File: config.mk
export PLATFORM = sky130hd
export DESIGN_NAME = multicycle_ctrl_flat
export DESIGN_NICKNAME = d
export VERILOG_FILES = /design/src/rtl/multicycle_ctrl_if.sv /design/src/rtl/multicycle_ctrl.sv /design/src/flat_wrapper.sv
export SDC_FILE = /design/constraint.sdc
export NUM_CORES = 1
export LEC_CHECK = 0
export CORE_UTILIZATION = 50
export DETAILED_ROUTE_END_ITERATION = 16
export DONT_BUFFER_PORTS = 1
export GPL_TIMING_DRIVEN = 1
export PLACE_DENSITY = 0.68
export SLEW_MARGIN = 20
export SYNTH_ARGS = -nofsm -noshare
export SYNTH_HDL_FRONTEND = slang
export SYNTH_SLANG_ARGS = --single-unit
File: constraint.sdc
create_clock -name clk -period 2 [get_ports clk]
set_input_delay 0.3 -clock clk [delete_from_list [all_inputs] [get_ports clk]]
set_output_delay 0.3 -clock clk [all_outputs]
set_load 0.05 [all_outputs]
File: src/rtl/multicycle_ctrl_if.sv
// Shared instruction/data memory port between the multicycle control FSM
// (single requester) and the memory: req/ready handshake plus address/store selects.
interface multicycle_ctrl_if;
  logic mem_req;
  logic mem_we;
  logic mem_addr_sel;
  logic mem_ready;

  modport master (
    output mem_req,
    output mem_we,
    output mem_addr_sel,
    input  mem_ready
  );

  modport slave (
    input  mem_req,
    input  mem_we,
    input  mem_addr_sel,
    output mem_ready
  );
endinterface

File: src/rtl/multicycle_ctrl.sv
// Multicycle control FSM for an RV32I core: sequences fetch/decode/execute/memory/writeback,
// drives every datapath select, counts retired instructions and traps on illegal ops or memory timeouts.
module multicycle_ctrl #(
  parameter int MEM_TIMEOUT = 15,
  parameter int CNT_W       = 32
) (
  input  logic               clk,
  input  logic               rst,
  multicycle_ctrl_if.master  mem,
  input  logic [6:0]         opcode,
  input  logic [2:0]         funct3,
  input  logic               br_taken,
  output logic               ir_we,
  output logic               pc_we,
  output logic [1:0]         pc_src,
  output logic               imm_sel,
  output logic               alu_a_sel,
  output logic               alu_b_sel,
  output logic [1:0]         alu_op,
  output logic               reg_we,
  output logic [1:0]         wb_sel,
  output logic               trap,
  output logic [2:0]         state_dbg,
  output logic [CNT_W-1:0]   instret
);

  localparam logic [2:0] S_RST    = 3'd0;
  localparam logic [2:0] S_FETCH  = 3'd1;
  localparam logic [2:0] S_DECODE = 3'd2;
  localparam logic [2:0] S_EXEC   = 3'd3;
  localparam logic [2:0] S_MEM    = 3'd4;
  localparam logic [2:0] S_WB     = 3'd5;
  localparam logic [2:0] S_TRAP   = 3'd7;

  localparam logic [6:0] OP_R      = 7'b0110011;
  localparam logic [6:0] OP_I      = 7'b0010011;
  localparam logic [6:0] OP_LOAD   = 7'b0000011;
  localparam logic [6:0] OP_STORE  = 7'b0100011;
  localparam logic [6:0] OP_BRANCH = 7'b1100011;
  localparam logic [6:0] OP_JAL    = 7'b1101111;
  localparam logic [6:0] OP_JALR   = 7'b1100111;
  localparam logic [6:0] OP_LUI    = 7'b0110111;
  localparam logic [6:0] OP_AUIPC  = 7'b0010111;

  // Last wait cycle allowed before an access is declared dead.
  localparam logic [7:0] WAIT_LAST = 8'(MEM_TIMEOUT - 1);

  logic [2:0] state;
  logic [2:0] state_nxt;
  logic [7:0] wait_cnt;
  logic       wait_hit;
  logic       opcode_legal;
  logic       is_store;
  logic       is_mem_op;
  logic       req;
  logic       we;
  logic       addr_sel;

  // funct3 refinement happens in the datapath's ALU decoder; the FSM only needs the opcode.
  logic unused_funct3;
  assign unused_funct3 = ^funct3;

  assign is_store  = (opcode == OP_STORE);
  assign is_mem_op = (opcode == OP_LOAD) || is_store;
  assign wait_hit  = (wait_cnt == WAIT_LAST);

  always_comb begin
    opcode_legal = 1'b0;
    case (opcode)
      OP_R, OP_I, OP_LOAD, OP_STORE, OP_BRANCH,
      OP_JAL, OP_JALR, OP_LUI, OP_AUIPC: opcode_legal = 1'b1;
      default:                           opcode_legal = 1'b0;
    endcase
  end

  always_comb begin
    state_nxt = state;
    case (state)
      S_RST:    state_nxt = S_FETCH;
      S_FETCH: begin
        if (mem_ready_i())   state_nxt = S_DECODE;
        else if (wait_hit)   state_nxt = S_TRAP;
      end
      S_DECODE: state_nxt = opcode_legal ? S_EXEC : S_TRAP;
      S_EXEC: begin
        if (is_mem_op)                  state_nxt = S_MEM;
        else if (opcode == OP_BRANCH)   state_nxt = S_FETCH;
        else                            state_nxt = S_WB;
      end
      S_MEM: begin
        if (mem_ready_i())   state_nxt = is_store ? S_FETCH : S_WB;
        else if (wait_hit)   state_nxt = S_TRAP;
      end
      S_WB:     state_nxt = S_FETCH;
      S_TRAP:   state_nxt = S_TRAP;
      // The unused encoding is treated as corruption and parked like a trap.
      default:  state_nxt = S_TRAP;
    endcase
  end

  function automatic logic mem_ready_i();
    return mem.mem_ready;
  endfunction

  // NOTE: every output gets a default before the case, so no path through the block leaves a latch.
  always_comb begin
    req       = 1'b0;
    we        = 1'b0;
    addr_sel  = 1'b0;
    ir_we     = 1'b0;
    pc_we     = 1'b0;
    pc_src    = 2'd0;
    imm_sel   = 1'b0;
    alu_a_sel = 1'b0;
    alu_b_sel = 1'b0;
    alu_op    = 2'd0;
    reg_we    = 1'b0;
    wb_sel    = 2'd0;
    case (state)
      S_FETCH: begin
        req   = 1'b1;
        ir_we = mem.mem_ready;
      end
      S_DECODE: imm_sel = (opcode != OP_R);
      S_EXEC: begin
        imm_sel = (opcode != OP_R);
        case (opcode)
          OP_R:     alu_op = 2'd1;
          OP_I: begin
            alu_op    = 2'd1;
            alu_b_sel = 1'b1;
          end
          OP_LUI: begin
            alu_op    = 2'd3;
            alu_b_sel = 1'b1;
          end
          OP_AUIPC, OP_JAL: begin
            alu_a_sel = 1'b1;
            alu_b_sel = 1'b1;
          end
          OP_LOAD, OP_STORE, OP_JALR: alu_b_sel = 1'b1;
          OP_BRANCH: begin
            alu_op = 2'd2;
            pc_we  = 1'b1;
            pc_src = br_taken ? 2'd1 : 2'd0;
          end
          default: alu_op = 2'd0;
        endcase
      end
      S_MEM: begin
        imm_sel  = 1'b1;
        req      = 1'b1;
        addr_sel = 1'b1;
        we       = is_store;
        // A store is complete once memory accepts it; nothing left to write back.
        pc_we    = is_store && mem.mem_ready;
      end
      S_WB: begin
        imm_sel = (opcode != OP_R);
        reg_we  = 1'b1;
        pc_we   = 1'b1;
        case (opcode)
          OP_LOAD: wb_sel = 2'd1;
          OP_JAL: begin
            wb_sel = 2'd2;
            pc_src = 2'd1;
          end
          OP_JALR: begin
            wb_sel = 2'd2;
            pc_src = 2'd2;
          end
          default: wb_sel = 2'd0;
        endcase
      end
      default: req = 1'b0;
    endcase
  end

  // NOTE: sequential state uses non-blocking assignments so every flop samples pre-edge values.
  always_ff @(posedge clk) begin
    if (rst) begin
      state    <= S_RST;
      wait_cnt <= 8'd0;
      instret  <= '0;
    end else begin
      state <= state_nxt;
      // Counts consecutive unanswered request cycles; any completion or non-memory state clears it.
      if ((state == S_FETCH || state == S_MEM) && !mem.mem_ready)
        wait_cnt <= wait_cnt + 8'd1;
      else
        wait_cnt <= 8'd0;
      if (pc_we)
        instret <= instret + CNT_W'(1);
    end
  end

  assign mem.mem_req      = req;
  assign mem.mem_we       = we;
  assign mem.mem_addr_sel = addr_sel;
  assign trap             = (state == S_TRAP);
  assign state_dbg        = state;

endmodule

File: src/flat_wrapper.sv
// flat-port wrapper written by rule: the top's interface ports become plain ports
module multicycle_ctrl_flat 
#(
  parameter int MEM_TIMEOUT = 15,
  parameter int CNT_W       = 32
)
  (clk, rst, opcode, funct3, br_taken, ir_we, pc_we, pc_src, imm_sel, alu_a_sel, alu_b_sel, alu_op, reg_we, wb_sel, trap, state_dbg, instret, mem_mem_req, mem_mem_we, mem_mem_addr_sel, mem_mem_ready);
  multicycle_ctrl_if mem_i ();
  input  logic clk;
  input  logic rst;
  input  logic [6:0] opcode;
  input  logic [2:0] funct3;
  input  logic br_taken;
  output logic ir_we;
  output logic pc_we;
  output logic [1:0] pc_src;
  output logic imm_sel;
  output logic alu_a_sel;
  output logic alu_b_sel;
  output logic [1:0] alu_op;
  output logic reg_we;
  output logic [1:0] wb_sel;
  output logic trap;
  output logic [2:0] state_dbg;
  output logic [CNT_W-1:0] instret;
  output wire logic [$bits(mem_i.mem_req)-1:0] mem_mem_req;
  output wire logic [$bits(mem_i.mem_we)-1:0] mem_mem_we;
  output wire logic [$bits(mem_i.mem_addr_sel)-1:0] mem_mem_addr_sel;
  input wire logic [$bits(mem_i.mem_ready)-1:0] mem_mem_ready;
  assign mem_mem_req = mem_i.mem_req;
  assign mem_mem_we = mem_i.mem_we;
  assign mem_mem_addr_sel = mem_i.mem_addr_sel;
  assign mem_i.mem_ready = mem_mem_ready;
  multicycle_ctrl #(.MEM_TIMEOUT(MEM_TIMEOUT), .CNT_W(CNT_W)) u_core (.clk(clk), .rst(rst), .mem(mem_i), .opcode(opcode), .funct3(funct3), .br_taken(br_taken), .ir_we(ir_we), .pc_we(pc_we), .pc_src(pc_src), .imm_sel(imm_sel), .alu_a_sel(alu_a_sel), .alu_b_sel(alu_b_sel), .alu_op(alu_op), .reg_we(reg_we), .wb_sel(wb_sel), .trap(trap), .state_dbg(state_dbg), .instret(instret));
endmodule
==> metrics.csv <==
metric;value;unit
status;complete, but fails checks;
violated checks;DRC;
RSZ-0062 raised after global routing;yes;
hold_buf cts;0;
fill count;343;
clk sink count;43;
XOR/XNOR Fraction of Synth Area;0.0257;
Crit. End Element;flip-flop;
Final setup viols;0;
synthesized area per cell;7.94;um2
Place WS;-53.4;ps
first-pass GRT wire length;9390;um
DR DRC count;3;
top-area cell type share of the netlist area;0.360;
I/O Buffers;0;
Fin. Hold Viols;0;
max_slew headroom;0.640;
Routed Antenna Nets;0;
Mapped Nets;318;
Synth Register Bits;43;
GR peak layer;met2;
clk buf depth;2;
Hold Crit Class;input port to flip-flop;
Worst Hold End;u_core.instret[17]$_SDFFE_PP0P_;
Pwr per Cell Area;531;mW/mm2
VDD IR-drop max;0.000363;V
Achievable Freq;503;MHz
dpl hpwl;4220;um
Async SR Flop Fraction;0;
cell count after synthesis;301;
CTS Buf Count;5;
Avg WL per Cell;14.8;um
worst reg2reg endpoint;u_core.instret[21]$_SDFFE_PP0P_;
FP Rows;24;
Worst Slack Setup Final;12.1;ps
FF-to-FF setup slack;10;ps
Setup crit start kind;flip-flop;
Synth Area in Simple Gates;0.321;
die height;71.1;um
die extent in x;71.1;um
Reg clk slew, reported paths;80;ps
area grow syn2layout;35.6;%
Yosys warning total;0;
multiplexer share of the synthesized area;0.0173;
number of max-cap violations;0;
Fin Hold WS;70.5;ps
via/cell ratio;5.98;
post-synthesis compound-gate area fraction;0.211;
num ports;65;
clock latency on the worst-skew pair;290;ps
DRT Pass-1 Iters;10;
largest net degree at the start of global routing;38;
via count;2468;
Worst EP required;2230;ps
CTS tree;yes;
Synth area leader;dfxtp_1;
Final nets;378;
Pins Over Slew Limit;0;
fin crit share;0.994;
prevailing post-synth register cell;dfxtp_1;
Post-synth EDFFs;0;
GRT Total Usage;0.230;
post-synthesis sequential area ratio;0.360;
GRT met1 Usage;0.310;
Core Region;0.00447;mm2
n_diodes;0;
largest family of logic cells by synthesized area;simple AND/OR/NAND/NOR gates;
synthesized cell area;0.00239;mm2
total length of routed wires;6130;um
post-layout min period;1990;ps
worst reg2reg startpoint;u_core.state_dbg[2]$_SDFF_PP0_;
GRT overflow;0;
layout cells sized above 1;0.335;
antenna violations before repair;0;
initial drt markers;172;
Adder-Cell Fraction of Synth Area;0.0157;
Crit Path Max Fanout;5;
ranking of synthesized cells by area;dfxtp_1, a21oi_1, or4_1;
Leakage;1.14;nW
hold depth;1;
Final Skew;5.97;ps
RD Place Congestion;0.831;
Distinct cells, synth;49;
R2R cell count;5;
vias in the first global route;2115;
root cell of the clock tree;clkbuf_8;
Worst EP arrival;2220;ps
Initial Util;0.534;
hold path start;rst;
critical path class;flip-flop to flip-flop;
# H-tree levels;2;
routing usage on met2;0.365;
die area;0.00506;mm2
Worst Tran Pin Value;540;ps
met3 Use GR;0.0641;
Yosys cell counts, drive strengths merged (2+ instances only):
cell type	n
dfxtp	43
a21oi	32
nand2	24
nor2	24
o21ai	21
nand3	15
or3	15
or4	15
o31ai	14
inv	12
nand4	9
clkbuf	8
buf	6
nor3	6
and3	5
nand2b	4
xor2	4
ha	3
mux2i	3
nor2b	3
xnor2	3
a211oi	2
a21o	2
a41oi	2
and2	2
nand3b	2
nand4b	2
nor3b	2
nor4b	2
or2	2
cell type report:
cell class,instances,area [um2],share of cell area
multi-input combinational,234,1590,0.491
sequential,43,886,0.273
timing repair buffer,65,557,0.172
clock buffer,7,97.6,0.0301
tap,52,65.1,0.0201
inverter,12,45.0,0.0139
where the power goes:
part	internal (mW)	leakage (nW)	switching [mW]
clock network	0.316	0.0495	0.290
logic	0.0848	0.732	0.155
registers	0.864	0.355	0.0105
cell families after synthesis:
| family | Yosys count |
|---|---|
| buffers and inverters | 26 |
| multiplexers | 4 |
| adder cells (fa/ha/maj) | 3 |
| AND/OR/NAND/NOR | 136 |
| XOR/XNOR | 7 |
| AO/OA/AOI/OAI | 82 |
| flip-flops | 43 |
through the flow:
step / power, mW / cell area (um2) / utilization / std cells / TNS, ps
6_report: 1.72 / 3240 / 0.724 / 413 / 0
5_1_grt: 1.78 / 3240 / 0.724 / 413 / -200
4_1_cts: 1.73 / 3160 / 0.706 / 410 / 0
3_5_place_dp: 1.12 / 3050 / 0.683 / 403 / -385
3_3_place_gp: 1.12 / 3050 / 0.683 / 403 / -101
2_1_floorplan: 1.08 / 2560 / - / 301 / -1200
sequential cells by signal, indices dropped and copies added, names as in the netlist:
name,flops
u_core.wait_cnt,8
u_core.state_dbg,3
u_core.instret,32
cell usage in the layout, fill, tap and decap left out, types with 4 or more instances in the layout:
cell | Yosys | routed
and3_1 | 5 | 4
o21ai_0 | 20 | 19
dfxtp_1 | 43 | 27
xor2_1 | 4 | 4
dfxtp_2 | 0 | 14
nand3_1 | 15 | 15
inv_1 | 12 | 12
buf_12 | 0 | 4
a21oi_1 | 32 | 29
nand4_1 | 9 | 9
buf_4 | 0 | 57
nand2_1 | 24 | 22
clkbuf_8 | 0 | 5
or4_1 | 15 | 12
or3_1 | 14 | 14
o31ai_1 | 14 | 14
nor2_1 | 24 | 21
worst max path at each step:
stage	startpoint	end	slack [ps]	cells after the start
floorplan	u_core.state_dbg[2]$_SDFF_PP0_	alu_op[0]	-170	3
global placement	opcode[4]	u_core.instret[15]$_SDFFE_PP0P_	-20	5
detailed placement	opcode[4]	u_core.instret[15]$_SDFFE_PP0P_	-50	5
CTS	u_core.state_dbg[1]$_SDFF_PP0_	pc_src[0]	3	5
global route	u_core.state_dbg[2]$_SDFF_PP0_	u_core.instret[15]$_SDFFE_PP0P_	-50	5
finish	u_core.state_dbg[2]$_SDFF_PP0_	u_core.instret[21]$_SDFFE_PP0P_	10	5
metal layers:
layer	wire length [um]	share of wire
met1	3030	0.49
met2	2710	0.44
met3	292	0.048
met4	95	0.016
met5	0	0
what timing repair did:
action	4_1_cts	5_1_grt
buffers inserted	0	1
gates resized for setup	2	12
pin swaps	0	6
gates cloned	0	2
endpoints found under the setup margin	2	13
worst max-delay path, stage by stage, from the launching register on:
cell and delay, ps:
dfxtp_4 350, nand3b_4 150, or3_4 380, o32a_4 440, or4_1 470, a21oi_1 130
Note: power is estimated with default switching activity, not from simulation.
